--- src/rtl/mul_sequencer.sv ---
// Iterative shift-add multiplier for the EX stage: stalls the pipeline while
// running, then presents the low WIDTH product bits for one Done cycle.
//
// state  | meaning
// S_IDLE | waiting for an unflushed Start; Stall mirrors Start
// S_RUN  | consuming STEP multiplier bits per cycle, Stall held high
// S_DONE | Result valid, one-cycle Done pulse, pipeline advances
module mul_sequencer #(
  parameter int WIDTH      = 32,
  parameter int STEP       = 1,
  parameter int EARLY_EXIT = 1
) (
  input  logic             clk_i,
  input  logic             rst_i,
  input  logic             start_i,
  input  logic             flush_i,
  input  logic [WIDTH-1:0] src_a_i,
  input  logic [WIDTH-1:0] src_b_i,
  output logic             stall_o,
  output logic             busy_o,
  output logic             done_o,
  output logic [WIDTH-1:0] result_o
);

  localparam int NSTEP = WIDTH / STEP;
  localparam int CNT_W = $clog2(NSTEP + 1);

  typedef enum logic [1:0] {S_IDLE, S_RUN, S_DONE} state_t;

  state_t           state_q, state_d;
  logic [WIDTH-1:0] acc_q, acc_d;
  logic [WIDTH-1:0] a_q, a_d;
  logic [WIDTH-1:0] b_q, b_d;
  logic [WIDTH-1:0] result_q, result_d;
  logic [CNT_W-1:0] cnt_q, cnt_d;

  logic [WIDTH-1:0] partial;
  logic [WIDTH-1:0] acc_sum;
  logic [WIDTH-1:0] b_shift;
  logic             last_step;

  // A * B[STEP-1:0] as a small shift-add; STEP is at most 4
  always_comb begin
    partial = '0;
    for (int i = 0; i < STEP; i++) begin
      if (b_q[i]) partial = partial + (a_q << i);
    end
  end

  assign acc_sum   = acc_q + partial;
  assign b_shift   = b_q >> STEP;
  assign last_step = (cnt_q == CNT_W'(1)) || ((EARLY_EXIT != 0) && (b_shift == '0));

  always_comb begin
    state_d  = state_q;
    acc_d    = acc_q;
    a_d      = a_q;
    b_d      = b_q;
    cnt_d    = cnt_q;
    result_d = result_q;
    stall_o  = 1'b0;
    done_o   = 1'b0;
    unique case (state_q)
      S_IDLE: begin
        if (start_i && !flush_i) begin
          stall_o = 1'b1;
          state_d = S_RUN;
          a_d     = src_a_i;
          b_d     = src_b_i;
          acc_d   = '0;
          cnt_d   = CNT_W'(NSTEP);
        end
      end
      S_RUN: begin
        stall_o = 1'b1;
        if (flush_i) begin
          state_d = S_IDLE;
        end else begin
          acc_d = acc_sum;
          a_d   = a_q << STEP;
          b_d   = b_shift;
          cnt_d = cnt_q - CNT_W'(1);
          if (last_step) begin
            state_d  = S_DONE;
            result_d = acc_sum;
          end
        end
      end
      S_DONE: begin
        done_o  = 1'b1;
        state_d = S_IDLE;
      end
      default: state_d = S_IDLE;
    endcase
  end

  always_ff @(posedge clk_i) begin
    if (rst_i) begin
      state_q  <= S_IDLE;
      acc_q    <= '0;
      a_q      <= '0;
      b_q      <= '0;
      cnt_q    <= '0;
      result_q <= '0;
    end else begin
      state_q  <= state_d;
      acc_q    <= acc_d;
      a_q      <= a_d;
      b_q      <= b_d;
      cnt_q    <= cnt_d;
      result_q <= result_d;
    end
  end

  assign busy_o   = (state_q == S_RUN);
  assign result_o = result_q;

endmodule
--- config.mk ---
export PLATFORM = sky130hd
export DESIGN_NAME = mul_sequencer
export DESIGN_NICKNAME = d
export VERILOG_FILES = /design/src/rtl/mul_sequencer.sv
export SDC_FILE = /design/constraint.sdc
export NUM_CORES = 1
export LEC_CHECK = 0
export ABC_AREA = 0
export CAP_MARGIN = 20
export CORE_MARGIN = 2
export CORE_UTILIZATION = 50
export DETAILED_ROUTE_END_ITERATION = 6
export MAX_ROUTING_LAYER = met4
export PLACE_DENSITY = 0.77
export SYNTH_ARGS = -nofsm -noshare
export SYNTH_HDL_FRONTEND = slang
export SYNTH_SLANG_ARGS = --single-unit
--- constraint.sdc ---
create_clock -name clk_i -period 4.1 [get_ports clk_i]
set_input_delay 0.615 -clock clk_i [delete_from_list [all_inputs] [get_ports clk_i]]
set_output_delay 0.615 -clock clk_i [all_outputs]
set_load 0.05 [all_outputs]
=== Yosys cells after proc, flatten, opt, wreduce, memory -nomap -nowiden ===
Index checks and enable logic that the tools add are counted.

* Output and inout port bits: 35
* Latch bits: 0
* Memories: 0
* Bits in read-only memories: 0
* RAM bits: 0
* Flip-flop bits (word level): 136
* Word-level logic and storage cells: 44

* Shift-type cells: 0
* Bitwise operators: 1
* Divide/modulo/power cells: 0
* Muxes and demuxes: 20
* Order comparisons: 0
* Multipliers: 0
* Equality and inequality tests: 6
* Reductions and logical operators: 9
* $add $sub $neg: 2

{| class="wikitable"
|+ Operators by type and width
! cell !! count
|-
| 32-bit 2-to-1 mux || 7
|-
| 32-bit case mux with 2 select lines || 3
|-
| 32-bit adder || 1
|-
| 32-bit zero test || 1
|-
| 6-bit 2-to-1 mux || 2
|-
| 6-bit case mux with 2 select lines || 1
|-
| 6-bit by 1-bit == test with 1-bit output, second input constant || 1
|-
| 2-bit 2-to-1 mux || 3
|-
| 3-bit AND reduction || 2
|-
| 6-bit by 1-bit subtractor with 6-bit output, second input constant || 1
|-
| 2-bit inequality test, second input constant || 2
|-
| 2-bit case mux with 2 select lines || 1
|-
| 3-bit by 2-bit inequality test with 1-bit output, second input constant || 1
|-
| 2-bit by 1-bit == test with 1-bit output, second input constant || 1
|-
| 2-bit == test, second input constant || 1
|-
| 2-bit zero test || 1
|-
| 1-bit 2-to-1 mux || 2
|-
| 1-bit case mux with 2 select lines || 1
|-
| 2-bit AND reduction || 1
|-
| 2-bit nonzero test || 1
|-
| 1-bit logical AND || 1
|-
| 1-bit zero test || 1
|-
| 1-bit logical OR || 1
|-
| 1-bit inverter || 1
|}

=== Longest topological paths before layout ===
Gate-level depths: netlist (run 1).

* Depth in word-level cells: 5
* Depth in mapped cells: 12

=== Worst setup path after synthesis (run 1) ===
OpenSTA, ideal clock, no wires.

* Path type: register -> register
* Start point: reg b_q[0]
* End point: reg acc_q[30]
* Setup time: 0.117 ns
* Cell stages (with the launch flop): 13
* Clock period less this slack: 3.143 ns
* Path slack: 0.957 ns
* Required time: 3.983 ns
* Path buffers: 1
* Arrival time: 3.025 ns
* Cells stage by stage: dfxtp_1 > clkbuf_1 > and2_1 > ha_1 > fa_1 > a21o_1 > a221oi_2 > a21oi_2 > a211o_4 > nand4_4 > a211oi_4 > or3_1 > a32o_1

* Word-level cells in the longest chain between the ends: 4

{| class="wikitable"
|+ RTL lines
! item !! line !! RTL
|-
| start: declaration || 33 || <nowiki>logic [WIDTH-1:0] b_q, b_d;</nowiki>
|-
| start signal: assignment || 102 || <nowiki>b_q <= '0;</nowiki>
|-
| start signal: assignment || 109 || <nowiki>b_q <= b_d;</nowiki>
|-
| 32-bit 2-to-1 mux || 46 || <nowiki>if (b_q[i]) partial = partial + (a_q << i);</nowiki>
|-
| 32-bit adder || 50 || <nowiki>assign acc_sum = acc_q + partial;</nowiki>
|-
| 32-bit 2-to-1 mux || 76 || <nowiki>if (flush_i) begin</nowiki>
|-
| 32-bit case mux with 2 select lines || 63 || <nowiki>unique case (state_q)</nowiki>
|-
| end signal: assignment || 100 || <nowiki>acc_q <= '0;</nowiki>
|-
| end signal: assignment || 107 || <nowiki>acc_q <= acc_d;</nowiki>
|-
| end: declaration || 31 || <nowiki>logic [WIDTH-1:0] acc_q, acc_d;</nowiki>
|}

No other way between the ends. The select of a mux whose other input is x is not followed.
A chain may end at the register's enable or synchronous reset.

=== Worst setup path after layout (run 1) ===
Same ends and word-level chain as after synthesis.

==> impl_metrics.yaml, run 1 <==
run_status:
  status: "completed"
cells_and_area:
  multi_input_area_um2: 4160
  design_area_um2: 8890
  final_common_cell: "nand2_1"
  regArea_um2: 2720
  layout.cells.non_filler: 1162
  fillers: 1240
  final_util_pct: 63.8
  final_cell_mix: "nand2_1 (180), dfxtp_1 (136), clkdlybuf4s50_1 (101), nor2_1 (81), a21oi_1 (66)"
  syn_to_final_growth_pct: 24.3
  nets: 1071
  drive_gt1_share_pct: 6.72
  antenna_cells: 0
timing:
  slew_headroom_pct: 32.9
  hold-worst-slack_ns: 0.453
  post-route-period-util_pct: 84.0
  timing.setup.tns_ns: 0
  fmax_ghz: 0.290
  setup_violations: 0
  rsz0062_at_grt: "false"
  slew_violations: 0
  final_hold_viol_count: 0
  fin_ws_ns: 0.657
  skew_ns: 0.00765
  tightest_slew_ns: 1.00
  min_period_ns: 3.44
placement:
  post-place-cells: 1130
  place_ws_ns: 0.723
  gp_congestion: 0.881
  io_buffers: 102
  dpl_cell_area_um2: 8290
  dp_hpwl_mm: 12.4
clocking:
  insertion_delay_ns: 0.43
  clk_pin_slew_ns: 0.06
  cts_resized: 0
  cts-root-buf: "clkbuf_16"
  clock_sinks: 136
  post_cts_buffers: 0
  cts_tree: "built"
  cts.path.max_buffers: 2
  cts-buffers-inserted: 17
  htreeDepth: 4
  cts_hold_buf: 0
power:
  leakage_nw: 3.44
  sw_frac_of_total_pct: 25.6
  comb_power_share_pct: 10.2
  ir_drop_mv: 0.242
  p_seq_share_pct: 43.1
  p_total_mw: 3.30
  p_sw_mw: 0.844
  p_clk_share_pct: 46.7
  p_per_area_nw_per_um2: 372
  intPower_mw: 2.46
setup_path:
  required_ns: 4.42
  worstSetupStartpoint: "b_q[0]"
  r2r_slack_ns: 0.66
  crit_arrival_ns: 3.77
  crit_path_end_kind: "register"
  cp_max_fo: 18
  rr_startpoint: "b_q[0]"
  worst_setup_path_start_kind: "register"
  endpoint: "acc_q[30]"
  r2r_cells: 11
  timing.rr.end: "acc_q[30]"
  path_class: "reg -> reg"
die:
  core_um2: 13900
  chipWidth_um: 124
  ios: 103
  initial_core_util_pct: 51.3
  rows: 43
  dieHeight_um: 124
  dieArea_um2: 15300
route:
  dr.pass1.iters: 7
  ant_nets: 0
  routedWlPerCell_um: 15.4
  vias_per_cell: 5.80
  via_count: 6735
  drt_iter0_drc: 525
  routed_wl_mm: 17.9
  drcViolationCount: 0
worst_hold_path:
  hp-class: "reg -> reg"
logic_synthesis:
  synthFlopType: "dfxtp_1"
  netlist_area_um2: 7150
  syn_inst: 898
  synth.distinct_cells: 57
  yosysSeqAreaShare_pct: 38.1
  synthArstFlopShare_pct: 0
  yosys_warnings: 0
  synth-edff-count: 0
  synth_seq_cells: 136
  syn_nets: 1000
  syn_avg_cell_area_um2: 7.96
global_routing:
  grt_remaining_overflow: 0
  grt_pass1_vias: 6199
  antenna_found_initial: 0
  grt_max_degree: 63
  grt_pass1_wl_mm: 29.5
  grtUsageTotal_pct: 25.2
run:
  maxCapViolations: 0
routing by layer:
layer	wire [um]	track usage (%)	vias to the layer above
met1	8420	33.6	3110
li1	-	-	3374
met5	0	-	-
met4	451	10.8	0
met2	8030	37.4	213
met3	1020	4.90	38
final cells by class:
type,count,area share (%)
flip-flops and latches,136,30.6
repair buffers,116,12.8
well taps,180,2.53
multi-input cells,687,46.8
clock inverters,13,1.66
inverters,11,0.465
clock buffers,19,5.10
registers in the layout (all words and copies together), names as in the netlist:
register and count:
a_q 32, acc_q 32, b_q 32, result_o 32
cnt_q 6, state_q 2
worst min-delay path by stage:
stage / cells after the start / endpoint / slack, ns / from
after detailed placement: 2 / result_o[6] / 0.45 / result_o[6]
after CTS: 2 / result_o[6] / 0.45 / result_o[6]
final: 2 / result_o[12] / 0.45 / result_o[12]
after global placement: 2 / result_o[14] / 0.44 / result_o[14]
after global routing: 2 / result_o[16] / 0.48 / result_o[16]
after floorplan: 2 / acc_q[13] / 0.43 / acc_q[13]
worst max-delay path, cell delays in order, from the launching register on:
cell      delay (ns)
dfxtp_1         0.46
and2_1          0.22
ha_1            0.22
fa_1            0.41
a21o_1          0.22
a221oi_2        0.39
a21oi_2         0.13
a211o_4         0.39
nand4_4         0.17
a211oi_4        0.09
or3_1           0.37
a32o_1          0.27
kinds of logic (layout without fill, tap and decap cells):
group                    count (synthesis)  count (layout)  synth area share [%]
flip-flops                             136             136                  38.1
XOR/XNOR                                30              30                  3.68
AO/OA/AOI/OAI                          233             233                  23.1
AND/OR/NAND/NOR                        390             390                  25.1
buffers and inverters                   75             159                  4.01
adder cells (fa/ha/maj)                 34              34                  6.06
power groups by stage:
stage               clock (mW)  sequential [mW]  combinational (mW)
detailed placement           0             1.45               0.335
floorplan                    0             1.44               0.213
CTS                       1.56             1.43               0.336
global placement             0             1.45               0.329
finish                    1.54             1.43               0.336
global route              1.62             1.43               0.373
cells in the mapped netlist, drive strengths merged, types with 5 or more instances:
cell type,n,area [um^2]
a211oi,7,65.1
a21o,16,120
a21oi,68,348
a22o,6,52.6
a22oi,28,210
a311oi,47,418
a31oi,8,50.1
a32o,5,50.1
and2,32,200
and3,5,31.3
buf,9,38.8
clkbuf,55,206
dfxtp,136,2720
ha,33,413
inv,11,41.3
nand2,180,676
nand3,16,80.1
nand4,10,77.6
nor2,83,312
nor3,22,121
nor4,10,62.6
nor4b,6,52.6
o21ai,24,120
xnor2,20,175
xor2,10,87.6
No activity file was read; power rests on OpenSTA's default activity.
==> inputs of run 2 (changes only) <==
==> constraint.sdc (replaced) <==
create_clock -name clk_i -period 3.3 [get_ports clk_i]
set_input_delay 0.495 -clock clk_i [delete_from_list [all_inputs] [get_ports clk_i]]
set_output_delay 0.495 -clock clk_i [all_outputs]
set_load 0.05 [all_outputs]
==> run 2 against run 1 <==
  * Setup slack got worse by 0.49 ns
  * Die area unchanged
  * Critical path type unchanged
  * Sequential power is 24% higher
  * Critical path depth is 1 higher
  * Clock skew grew 0.0026 ns
==> impl_metrics.yaml, run 2 (same netlist as run 1, synthesis figures left out) <==
cells_and_area:
  final_cell_mix: "nand2_1 (180), dfxtp_1 (136), clkdlybuf4s50_1 (100), nor2_1 (81), a21oi_1 (66)"
  nets: 1090
  drive_gt1_share_pct: 8.29
  final_common_cell: "nand2_1"
  design_area_um2: 9030
  antenna_cells: 0
  syn_to_final_growth_pct: 26.3
route:
  drcViolationCount: 0
  vias_per_cell: 5.77
  drt_iter0_drc: 556
  dr.pass1.iters: 5
  routed_wl_mm: 18.3
  routedWlPerCell_um: 15.5
  ant_nets: 0
  via_count: 6810
placement:
  gp_congestion: 0.911
  io_buffers: 102
  dp_hpwl_mm: 12.6
  dpl_cell_area_um2: 8440
die:
  dieHeight_um: 124
  dieArea_um2: 15300
  chipWidth_um: 124
  rows: 43
  initial_core_util_pct: 51.3
  ios: 103
  core_um2: 13900
timing:
  setup_violations: 0
  fmax_ghz: 0.319
  tightest_slew_ns: 0.845
  post-route-period-util_pct: 95.0
  slew_headroom_pct: 43.6
  rsz0062_at_grt: "false"
  min_period_ns: 3.14
  timing.setup.tns_ns: 0
  skew_ns: 0.0103
  slew_violations: 0
  final_hold_viol_count: 0
global_routing:
  grt_remaining_overflow: 0
  grtUsageTotal_pct: 25.9
  grt_use_met3_pct: 5.45
  grt_max_degree: 55
  antenna_found_initial: 0
  grt_pass1_wl_mm: 30.5
  grt.busiest_layer: "met2"
  grt.met1_usage_pct: 34.6
  met2_usage_pct: 39.0
  grt_pass1_vias: 6309
setup_path:
  rr_startpoint: "b_q[0]"
  crit_arrival_ns: 3.46
  crit_path_end_kind: "register"
  r2r_cells: 12
  required_ns: 3.62
  worst_setup_path_start_kind: "register"
  r2r_slack_ns: 0.16
  endpoint: "acc_q[30]"
  worstSetupStartpoint: "b_q[0]"
  timing.rr.end: "acc_q[30]"
  cp_max_fo: 7
  path_class: "reg -> reg"
run:
  maxCapViolations: 0
worst_hold_path:
  hp-class: "reg -> reg"
clocking:
  cts-root-buf: "clkbuf_16"
  cts-buffers-inserted: 17
  cts_tree: "built"
  cts.path.max_buffers: 2
  htreeDepth: 4
  clock_sinks: 136
  clk_pin_slew_ns: 0.06
  cts_hold_buf: 0
  insertion_delay_ns: 0.44
run_status:
  status: "completed"
power:
  leakage_nw: 3.55
  ir_drop_mv: 0.351
  p_per_area_nw_per_um2: 458
## run 2: cell types whose count changed in the layout (fill, tap and decap cells not counted), sizes merged
cell,before,now
bufinv,2,3
clkinv,6,5
buf,15,35
clkinvlp,4,3
clkdlybuf4s50,101,100
clkbuf,19,20
## run 2: what timing repair did
action	CTS	global route
gates resized for setup	0	2
endpoints found under the setup margin	0	2
buffers inserted	0	0
## run 2: worst min path at each step
stage | start | to | slack, ns | cells past startpoint
global route | result_o[9] | result_o[9] | 0.46 | 2
detailed placement | result_o[16] | result_o[16] | 0.45 | 2
global placement | acc_q[29] | acc_q[29] | 0.44 | 2
finish | result_o[9] | result_o[9] | 0.45 | 2
floorplan | acc_q[13] | acc_q[13] | 0.43 | 2
CTS | result_o[16] | result_o[16] | 0.45 | 2
## run 2: layer usage
metal	vias to the layer above	share of wire, %
li1	3393	-
met2	197	47
met3	32	5.3
met1	3188	46
met4	0	2.1
met5	-	0
## run 2: where the power goes
part / total [mW] / internal (mW) / switching [mW]
combinational: 0.429 / 0.193 / 0.237
sequential: 1.77 / 1.71 / 0.0557
clock: 1.94 / 1.20 / 0.737
## run 2: layout make-up
class                           count  area [um^2]
Clock inverter                     12          150
Inverter                           11         41.3
Tap cell                          180          225
Fill cell                        1197         4900
Multi-Input combinational cell    687         4160
Timing Repair Buffer              135         1290
Sequential cell                   136         2720
Clock buffer                       20          447
## run 2: per-stage QoR
step,cells,hold slack [ns],power [mW],util [%],setup WS [ns]
final,1181,0.452,4.14,64.8,0.164
after global routing,1181,0.464,4.28,64.8,0.00155
after CTS,1181,0.454,4.16,64.8,0.156
after detailed placement,1149,0.446,2.23,60.5,0.174
after global placement,1149,0.441,2.22,60.5,0.213
after floorplan,898,0.432,2.05,-,0.157
## run 2: critical path, cell delays in order, from the launching register on
cell      delay [ns]
dfxtp_1         0.38
and2_1          0.17
ha_1            0.20
fa_1            0.41
a21o_1          0.23
a221oi_2        0.21
buf_4           0.16
a21oi_2         0.06
a211o_4         0.36
nand4_4         0.15
a211oi_4        0.09
or3_1           0.35
a32o_1          0.25
